### src/rtl/cpu_pkg.sv
// Shared encodings for the accumulator CPU: opcodes and controller phases.
// Used by the controller and the ALU so both agree on the instruction set.
package cpu_pkg;

    typedef enum logic [2:0] {
        OP_HLT = 3'd0,
        OP_SKZ = 3'd1,
        OP_ADD = 3'd2,
        OP_AND = 3'd3,
        OP_XOR = 3'd4,
        OP_LDA = 3'd5,
        OP_STO = 3'd6,
        OP_JMP = 3'd7
    } opcode_e;

    typedef enum logic [2:0] {
        PH_INST_ADDR  = 3'd0,
        PH_INST_FETCH = 3'd1,
        PH_INST_LOAD  = 3'd2,
        PH_IDLE       = 3'd3,
        PH_OP_ADDR    = 3'd4,
        PH_OP_FETCH   = 3'd5,
        PH_ALU_OP     = 3'd6,
        PH_STORE      = 3'd7
    } phase_e;

    localparam int unsigned WDOG_W = 8;

    // Opcodes that read an operand from memory and write the accumulator.
    function automatic logic is_aluop(input opcode_e op);
        return (op == OP_ADD) || (op == OP_AND) || (op == OP_XOR) || (op == OP_LDA);
    endfunction

endpackage

### src/rtl/ctrl_wdog.sv
// Memory-wait watchdog: counts stalled cycles and flags the one that reaches LIMIT.
module ctrl_wdog
    import cpu_pkg::*;
#(
    parameter int unsigned LIMIT = 15
) (
    input  logic clk,
    input  logic rst_n,
    input  logic clr,
    input  logic en,
    output logic expired
);

    localparam logic [WDOG_W-1:0] LAST_CNT = WDOG_W'(LIMIT - 1);

    logic [WDOG_W-1:0] cnt_q;
    logic [WDOG_W-1:0] cnt_d;

    // Next count: clear wins, otherwise count enabled cycles.
    always_comb begin
        cnt_d = cnt_q;
        if (clr) begin
            cnt_d = {WDOG_W{1'b0}};
        end else if (en) begin
            cnt_d = cnt_q + {{(WDOG_W-1){1'b0}}, 1'b1};
        end else begin
            cnt_d = cnt_q;
        end
    end

    // Counter register.
    always_ff @(posedge clk or negedge rst_n) begin
        if (!rst_n) begin
            cnt_q <= {WDOG_W{1'b0}};
        end else begin
            cnt_q <= cnt_d;
        end
    end

    // The current stalled cycle is the LIMIT-th one.
    assign expired = en && (cnt_q == LAST_CNT);

endmodule

### src/rtl/cpu_controller.sv
// Eight-phase instruction sequencer with memory-wait stall, halt/restart and
// sticky memory-timeout error. Controls are a Moore decode of the phase register.
module cpu_controller
    import cpu_pkg::*;
#(
    parameter int unsigned MEM_TIMEOUT = 15
) (
    input  logic       clk,
    input  logic       rst_n,
    input  logic [2:0] opcode,
    input  logic       zero,
    input  logic       mem_rdy,
    input  logic       go,
    output logic       sel,
    output logic       rd,
    output logic       ld_ir,
    output logic       inc_pc,
    output logic       ld_pc,
    output logic       ld_ac,
    output logic       wr,
    output logic       data_e,
    output logic       halt,
    output logic       err,
    output logic [2:0] phase
);

    phase_e  phase_q, phase_d;
    logic    halted_q, halted_d;
    logic    err_q, err_d;
    opcode_e op_s;
    logic    alu_s;
    logic    stall_s;
    logic    wdog_clr_s;
    logic    expired_s;

    assign op_s       = opcode_e'(opcode);
    assign alu_s      = is_aluop(op_s);
    assign stall_s    = !halted_q && !mem_rdy &&
                        ((phase_q == PH_INST_FETCH) || ((phase_q == PH_OP_FETCH) && alu_s));
    // Any non-stalled cycle clears, so the count is zero on entry to each fetch.
    assign wdog_clr_s = !stall_s;

    ctrl_wdog #(.LIMIT(MEM_TIMEOUT)) u_wdog (
        .clk     (clk),
        .rst_n   (rst_n),
        .clr     (wdog_clr_s),
        .en      (stall_s),
        .expired (expired_s)
    );

    // Next phase / halt / error; timeout outranks any phase advance.
    always_comb begin
        phase_d  = phase_q;
        halted_d = halted_q;
        err_d    = err_q;
        if (halted_q) begin
            if (go) begin
                halted_d = 1'b0;
                phase_d  = PH_INST_ADDR;
            end else begin
                phase_d  = phase_q;
            end
        end else if (expired_s) begin
            err_d    = 1'b1;
            halted_d = 1'b1;
            phase_d  = PH_OP_ADDR;
        end else if (stall_s) begin
            phase_d  = phase_q;
        end else if ((phase_q == PH_OP_ADDR) && (op_s == OP_HLT)) begin
            halted_d = 1'b1;
        end else begin
            phase_d  = phase_e'(phase_q + 3'd1);
        end
    end

    // State registers.
    always_ff @(posedge clk or negedge rst_n) begin
        if (!rst_n) begin
            phase_q  <= PH_INST_ADDR;
            halted_q <= 1'b0;
            err_q    <= 1'b0;
        end else begin
            phase_q  <= phase_d;
            halted_q <= halted_d;
            err_q    <= err_d;
        end
    end

    // Control decode; a stalled fetch keeps only the address select and read.
    always_comb begin
        sel    = 1'b0;
        rd     = 1'b0;
        ld_ir  = 1'b0;
        inc_pc = 1'b0;
        ld_pc  = 1'b0;
        ld_ac  = 1'b0;
        wr     = 1'b0;
        data_e = 1'b0;
        if (halted_q) begin
            sel = 1'b0;
        end else begin
            case (phase_q)
                PH_INST_ADDR:  sel = 1'b1;
                PH_INST_FETCH: begin sel = 1'b1; rd = 1'b1; end
                PH_INST_LOAD,
                PH_IDLE:       begin sel = 1'b1; rd = 1'b1; ld_ir = 1'b1; end
                PH_OP_ADDR:    inc_pc = 1'b1;
                PH_OP_FETCH:   rd = alu_s;
                PH_ALU_OP: begin
                    rd     = alu_s;
                    inc_pc = (op_s == OP_SKZ) && zero;
                    ld_pc  = (op_s == OP_JMP);
                    data_e = (op_s == OP_STO);
                end
                PH_STORE: begin
                    rd     = alu_s;
                    ld_pc  = (op_s == OP_JMP);
                    ld_ac  = alu_s;
                    wr     = (op_s == OP_STO);
                    data_e = (op_s == OP_STO);
                end
                default:       sel = 1'b0;
            endcase
            if (stall_s) begin
                ld_ir  = 1'b0;
                inc_pc = 1'b0;
                ld_pc  = 1'b0;
                ld_ac  = 1'b0;
                wr     = 1'b0;
                data_e = 1'b0;
            end else begin
                ld_ir  = ld_ir;
            end
        end
    end

    assign halt  = halted_q;
    assign err   = err_q;
    assign phase = phase_q;

endmodule

### config.mk
export PLATFORM = sky130hd
export DESIGN_NAME = cpu_controller
export DESIGN_NICKNAME = d
export VERILOG_FILES = /design/src/rtl/cpu_pkg.sv /design/src/rtl/ctrl_wdog.sv /design/src/rtl/cpu_controller.sv
export SDC_FILE = /design/constraint.sdc
export NUM_CORES = 1
export LEC_CHECK = 0
export CORE_MARGIN = 2
export CORE_UTILIZATION = 30
export DETAILED_ROUTE_END_ITERATION = 10
export PLACE_DENSITY = 0.65
export SLEW_MARGIN = 20
export SYNTH_ARGS = -nofsm -noshare
export SYNTH_HDL_FRONTEND = slang
export SYNTH_SLANG_ARGS = --single-unit
### constraint.sdc
create_clock -name clk -period 2 [get_ports clk]
set_input_delay 0.3 -clock clk [delete_from_list [all_inputs] [get_ports clk]]
set_output_delay 0.3 -clock clk [all_outputs]
set_load 0.01 [all_outputs]
== Word level (Yosys, flattened, before mapping) ==
Index checks and enable logic that the tools add are counted.
Storage, ports and cells
  flip-flop bits (word level): 13
  bits of input ports: 8
  word-level logic and storage cells: 79
Operators by class
  $add $sub $neg: 2
  eq/ne operators: 18
  mux-type cells: 33
  bitwise logic cells: 1
  reduce and logical (&&, ||, !) cells: 21
Operators by type and width (count)
  1-bit 2-to-1 mux: 25
  3-bit equality test, second input constant: 8
  3-bit 2-to-1 mux: 5
  3-bit by 2-bit equality test with 1-bit output, second input constant: 4
  8-bit by 1-bit adder with 8-bit output, second input constant: 1
  8-bit by 4-bit equality test with 1-bit output, second input constant: 1
  8-bit 2-to-1 mux: 1
  3-bit by 1-bit equality test with 1-bit output, second input constant: 2
  1-bit logical AND: 6
  3-bit logical NOT: 2
  3-bit != test, second input constant: 2
  3-bit OR reduction: 2
  1-bit logical OR: 4
  1-bit one-hot mux with 2 select lines: 2
  2-bit OR reduction: 2
  4-bit OR reduction: 1
  3-bit by 1-bit adder with 3-bit output, second input constant: 1
  3-bit AND reduction: 1
  1-bit logical NOT: 2
  2-bit != test, second input constant: 1
  2-bit AND reduction: 1
  1-bit NOT: 1

== Logic depth before layout (Yosys ltp) ==
Gate-level depths: netlist (run 1).
  word-level depth: 10
  depth in mapped cells: 6

== Modules after synthesis ==
From an unflattened synthesis (run 1), not the netlist that was laid out.
Unflattened totals
  cells, all modules: 97
  area total of the unflattened synthesis: 888.4 µm²
By module, submodules not included
  cpu_controller: instances 1, cells an instance 56, area an instance 478.0 µm², sequential area each 125.1 µm²
  ctrl_wdog: instances 1, cells an instance 41, area an instance 410.4 µm², sequential area each 200.2 µm²

== Worst setup path after synthesis (run 1) ==
Ideal clock, no wire load.
  kind: register to register
  start: register u_wdog.cnt_q[0]
  end: register phase_q[2], in the netlist phase[2]
  data arrival time: 1.460 ns
  data required time: 1.870 ns
  path slack: 0.410 ns
  cell stages (with the launch flop): 7
  buffers on the path: 0
  clock period less this slack: 1.590 ns
  cell sequence: dfrtp_1 > inv_1 > ha_1 > or4b_1 > nor3b_2 > o21a_2 > o221ai_2
On the way
  cells in the longest elaborated chain, start to end: 4
  elaborated cells on any way between the ends: 7
RTL lines
  start, declared: RTL line ctrl_wdog.sv:16  | logic [WDOG_W-1:0] cnt_q;
  start signal, assigned: RTL line ctrl_wdog.sv:34  | cnt_q <= {WDOG_W{1'b0}};
  start signal, assigned: RTL line ctrl_wdog.sv:36  | cnt_q <= cnt_d;
  8-bit by 4-bit equality test with 1-bit output *: RTL line ctrl_wdog.sv:41  | assign expired = en && (cnt_q == LAST_CNT);
  1-bit logical AND *: RTL line ctrl_wdog.sv:41
  3-bit != test (no line) / 3-bit 2-to-1 mux (equally long branches)
  3-bit AND reduction (no line) / 3-bit 2-to-1 mux (equally long branches)
  end signal, assigned: RTL line cpu_controller.sv:83  | phase_q <= phase_d;
  end, declared: RTL line cpu_controller.sv:27  | phase_e phase_q, phase_d;
Mark *: on every way between the ends. The rest lies on a longest branch, timed or not.
A chain may end at the register's enable or synchronous reset.

== Final worst setup path (run 1) ==
  start: register phase_q[1], in the netlist phase[1]
  end: output rd
On the way
  cells in the longest elaborated chain, start to end: 4
  elaborated cells on any way between the ends: 10
RTL lines
  3-bit equality test, or another cell as far along: RTL line cpu_controller.sv:102  | case (phase_q)
  3-bit OR reduction (no line)
  1-bit one-hot mux with 2 select lines *: RTL line cpu_controller.sv:102
  1-bit 2-to-1 mux *: RTL line cpu_controller.sv:99  | if (halted_q) begin
  end, declared: RTL line cpu_controller.sv:15  | output logic rd,
Marked as above.

==> results_dict.tcl, run 1 <==
set metrics [dict create \
    place_area_mm2 0.00111 \
    final_util_pct 46.8 \
    critPathKind "reg2out" \
    tightestPinTransition_ps 565 \
    fmax_mhz 522 \
    grt_pass1_vias 730 \
    synth_edf_count 0 \
    hold_class "in2async" \
    syn-cell-area_um2 803 \
    timing.setup.tns_ps 0 \
    end_kind "primary output" \
    drt-total-wl_um 1810 \
    finalMaxSlewViolations 0 \
    worst_clock_skew_ps 1.36 \
    die_y_um 55.7 \
    setup_slack_ps 84.9 \
    grt.overflow.total 0 \
    crit_fanout 4 \
    gp_congestion 0.882 \
    max-clock-path-buffers 2 \
    fin_area_mm2 0.00117 \
    drtPass1Iterations 4 \
    drc 0 \
    root_buffer "clkbuf_4" \
    yosys.area.top_type "dfrtp_1" \
    critPathArrivalTime_ps 1620 \
    startpoint_type "flop" \
    coreArea_mm2 0.00250 \
    vias_per_cell 4.72 \
    dieWidth_um 55.7 \
    slew_headroom_pct 62.2 \
    yosysWarnings 0 \
    syn_nets 102 \
    nNetsFinal 138 \
    status "completed" \
    p_per_area_mw_per_mm2 1060 \
    antennaDiodeCount 0 \
    area_growth_pct 45.6 \
    cts_sinks 13 \
    cts_hold_buffers 0 \
    crit_required_ps 1700 \
    ys_top_cells_by_count "dfrtp_1 (13), nor2_1 (12), ha_1 (8), inv_1 (6), xor2_1 (6)" \
    period_share_pct 95.8 \
    drtIter0Drc 11 \
    wl_per_cell_um 12.0 \
    ys_seq_elements 13 \
    ir_drop_uv 663 \
    synth_cell_types 26 \
    grt_antenna_before_repair 0 \
    synth_top_flop_cell "dfrtp_1" \
    antenna_left 0 \
    finalSetupViolations 0 \
    cts_buffers 3 \
    grt_pass1_wl_um 3170 \
    grt_use_total_pct 12.8 \
    clk_pin_slew_ps 80 \
    ys_top_cells_by_area "dfrtp_1 (40%), ha_1 (12%), xor2_1 (6.5%)" \
    htreeDepth 1 \
    num_vias 713 \
    async_flop_share_pct 100 \
    hpwl_um 1340 \
    synth_top_cell_area_share_pct 40.5 \
    io_pins 21 \
    grt_max_degree 14 \
    yosysSeqAreaShare_pct 40.5 \
    dieArea_mm2 0.00311 \
    dpl_worst_slack_ps -315 \
    io_buffers 20 \
    power_leakage_nw 0.560 \
    drv_cap 0 \
    layout-drive-gt1-share_pct 28.9 \
    rows 18 \
    syn-instance-count 86 \
    hold_viol 0 \
    finalPower_w 0.00124 \
    clk_latency_ps 280 \
    synth.most_common_cell "dfrtp_1" \
    cts_tree "done" \
    syn_area_per_cell_um2 9.34 \
    initial_utilization_pct 32.1 \
    fin_crit_ps 1920 \
]
cells in the final DEF (no fill, tap or decap), types with 2 or more instances in the layout:
cell type and instances:
clkbuf_4 3, clkdlybuf4s50_1 12, o21ai_1 3, dlymetal6s2s_1 2, dfrtp_1 11, a21oi_1 3, inv_1 5, nand2_1 5
ha_2 3, buf_4 13, nor2_1 12, buf_2 3, nand4_1 3, xor2_1 5, nand2b_1 2, ha_1 5
nor2b_1 2, nor3_1 2, nand3_1 4, dlygate4sd2_1 2, nor3_2 2, dfrtp_2 2
flip-flops by register name (all words and copies together) (netlist names):
| name | flops |
|---|---|
| halt | 1 |
| err | 1 |
| phase | 3 |
| u_wdog.cnt_q | 8 |
worst paths after layout:
check                                     startpoint                        end  slack (ps)  cells past startpoint
min in group clk                     err$_DFFE_PN0P_            err$_DFFE_PN0P_         500                      1
worst max register to register  phase[0]$_DFFE_PN0P_       phase[2]$_DFFE_PN0P_         310                      7
worst min register to register       err$_DFFE_PN0P_            err$_DFFE_PN0P_         500                      1
worst min-delay path                           rst_n  u_wdog.cnt_q[7]$_DFF_PN0_         380                      1
worst max-delay path            phase[1]$_DFFE_PN0P_                         rd          80                      6
max in group asynchronous                      rst_n       phase[2]$_DFFE_PN0P_        1220                      1
cells by family after synthesis:
logic type | synth area share (%)
xor gates and xnor gates | 7.63
AOI/OAI and AO/OA | 9.97
and+or+nand+nor | 25.7
DFF | 40.5
adders and majority gates | 12.5
buffers and inverters | 3.74
final cells by class:
cell class	instances	area [um^2]
fillers	248	1330
multi-input cells	65	475
flip-flops and latches	13	328
repair buffers	33	280
well taps	30	37.5
clock buffers	4	26.3
inverters	6	22.5
through the flow:
stage                     hold slack, ps  std cells
after floorplan                     4.41         86
after global placement               449        144
after detailed placement             484        144
after CTS                            402        148
after global routing                 435        151
final                                377        151
where the power goes:
group / switching (W) / total, W / leakage [nW] / internal, W
registers: 0.0000543 / 0.000362 / 0.172 / 0.000308
logic: 0.000316 / 0.000709 / 0.373 / 0.000393
clock network: 0.0000862 / 0.000164 / 0.0150 / 0.0000776
total: 0.000457 / 0.00124 / 0.560 / 0.000779
timing repair:
action / 4_1_cts / 5_1_grt
buffers inserted: 0 / 3
resized for setup: 18 / 12
setup endpoints to repair: 6 / 4
pin swaps: 1 / 3
metal layers:
metal	vias up	track usage, %	part of all wire [%]
li1	359	-	-
met1	327	14.4	42
met2	22	22.3	50
met3	5	3.26	5.8
met4	0	6.27	2.1
met5	-	0	0
worst max-delay path: stages (launching register included):
cell and delay [ps]:
dfrtp_1 430, ha_2 200, ha_2 170, a211o_1 240, o21ai_1 80, a21oi_1 80, buf_2 140
Note: power is estimated with default switching activity, not from simulation.
==> inputs of run 2 (changes only) <==
--- a/config.mk
+++ b/config.mk
@@ -5,10 +5,10 @@
 export SDC_FILE = /design/constraint.sdc
 export NUM_CORES = 1
 export LEC_CHECK = 0
-export CORE_MARGIN = 2
+export CORE_MARGIN = 5
 export CORE_UTILIZATION = 30
 export DETAILED_ROUTE_END_ITERATION = 10
-export PLACE_DENSITY = 0.65
+export PLACE_DENSITY = 0.64
 export SLEW_MARGIN = 20
 export SYNTH_ARGS = -nofsm -noshare
 export SYNTH_HDL_FRONTEND = slang
==> run 2 against run 1 <==
  * The run now ends with setup timing left
  * Cell count increased by 2.0%
  * Sequential cell count unchanged
  * First-iteration DRC count increased to 2.8 times the previous value
  * Highest routed layer unchanged
  * Largest power group unchanged
  * Clock skew increased by 3.1 ps
  * Critical endpoint is now inc_pc
  * Maximum frequency decreased by 4.7%
  * Worst hold slack improved by 2.8 ps
==> results_dict.tcl, run 2 (same netlist as run 1, synthesis figures left out) <==
set metrics [dict create \
    coreArea_mm2 0.00252 \
    layout_common_cells "buf_4 (16), dfrtp_1 (13), nor2_1 (12), clkdlybuf4s50_1 (12), ha_1 (7)" \
    grt_max_degree 14 \
    end_kind "primary output" \
    worst_clock_skew_ps 4.45 \
    io_pins 21 \
    period_share_pct 100 \
    grt_antenna_before_repair 0 \
    cts_hold_buffers 0 \
    regArea_um2 325 \
    power_leakage_nw 0.585 \
    max-clock-path-buffers 2 \
    area_growth_pct 46.6 \
    fmax_mhz 498 \
    numPlacedInstances 147 \
    cp_slowest_cell "clkdlybuf4s50_1" \
    cpPeakStageDelay_ps 460 \
    grt.overflow.total 0 \
    status "finished with violations" \
    multi_input_area_um2 463 \
    dieArea_mm2 0.00381 \
    clk_latency_ps 270 \
    finalMaxSlewViolations 0 \
    crit_path_cell_trace "clkdlybuf4s50_1 > xor2_2 > o211ai_2 > o21ai_0 > nor3_1 > buf_2" \
    root_buffer "clkbuf_4" \
    htreeDepth 1 \
    finalSetupViolations 1 \
    grt_pass1_vias 726 \
    critPathArrivalTime_ps 1710 \
    cts_sinks 13 \
    crit_required_ps 1700 \
    hold_class "in2async" \
    violations "setup timing" \
    wl_per_cell_um 12.0 \
    top_register "u_wdog.cnt_q" \
    dieWidth_um 61.7 \
    die_y_um 61.7 \
    drc 0 \
    crit_fanout 4 \
    num_vias 741 \
    drtPass1Iterations 4 \
    io_buffers 20 \
    nNetsFinal 141 \
    antennaDiodeCount 0 \
    gp_congestion 0.779 \
    drv_cap 0 \
    setup_slack_ps -9.87 \
    slew_headroom_pct 63.4 \
    grt_pass1_wl_um 3110 \
    drtIter0Drc 31 \
    largest_register_ffs 8 \
    clk_pin_slew_ps 80 \
    drt-total-wl_um 1840 \
    ir_drop_uv 599 \
    layout-drive-gt1-share_pct 25.0 \
    dpl_worst_slack_ps -350 \
    fin_crit_ps 2010 \
    fin_area_mm2 0.00118 \
    startpoint_type "input port" \
    hold_viol 0 \
    antenna_left 0 \
    rows 18 \
    p_per_area_mw_per_mm2 1060 \
    fillCellCount 250 \
    layout_commonest_cell "buf_4" \
    grt_use_total_pct 10.6 \
    cts_buffers 3 \
    vias_per_cell 4.81 \
    place_area_mm2 0.00113 \
    timing.setup.tns_ps -9.87 \
    critPathKind "in2out" \
    hpwl_um 1440 \
    cts_tree "done" \
    initial_utilization_pct 31.8 \
    tightestPinTransition_ps 547 \
    final_util_pct 46.7 \
    instances_no_fill 154 \
]
[run 2: worst max-delay path, delay by kind of cell]
kind                      cells  cell delay, ps
xor gates and xnor gates      1             190
AOI/OAI and AO/OA             2             350
buffers and inverters         2             640
and+or+nand+nor               1             230
[run 2: layout make-up]
cell class | instances | area share [%]
Clock buffer | 4 | 2.23
Inverter | 6 | 1.91
Multi-Input combinational cell | 65 | 39.3
Sequential cell | 13 | 27.6
Tap cell | 30 | 3.19
Timing Repair Buffer | 36 | 25.7
[run 2: metrics by stage]
step / power (W) / hold slack [ps]
after floorplan: 0.000692 / 4.41
after global placement: 0.00108 / 450
after detailed placement: 0.00109 / 466
after CTS: 0.00126 / 406
after global routing: 0.00135 / 429
final: 0.00124 / 380
[run 2: routing by layer]
metal	GRT usage (%)	part of all wire [%]	vias to the layer above	wire (um)
met4	3.64	0.65	0	12
li1	-	-	366	-
met1	13.1	43	342	796
met3	1.65	9.1	2	168
met5	0	0	-	0
met2	18.7	47	31	867
[run 2: power by group]
group	total, W	switching, W	leakage (nW)	internal (W)
Sequential	0.000356	0.0000504	0.175	0.000305
Clock	0.000157	0.0000796	0.0150	0.0000772
Combinational	0.000731	0.000325	0.395	0.000407
[run 2: final timing paths]
check | from | to | slack [ps] | cells after the start
hold reg to reg | err$_DFFE_PN0P_ | err$_DFFE_PN0P_ | 480 | 1
max in group asynchronous | rst_n | phase[2]$_DFFE_PN0P_ | 1260 | 1
setup reg to reg | u_wdog.cnt_q[0]$_DFF_PN0_ | phase[2]$_DFFE_PN0P_ | 320 | 6
setup / recovery | opcode[2] | inc_pc | -10 | 6
min in group clk | err$_DFFE_PN0P_ | err$_DFFE_PN0P_ | 480 | 1
hold / removal | rst_n | u_wdog.cnt_q[7]$_DFF_PN0_ | 380 | 1
[run 2: timing repair]
item / in CTS / in global routing
buffers inserted: 1 / 2
setup endpoints to repair: 6 / 5
pin swaps: 0 / 4
resized for setup: 16 / 6
hold endpoints to repair: 0 / 0
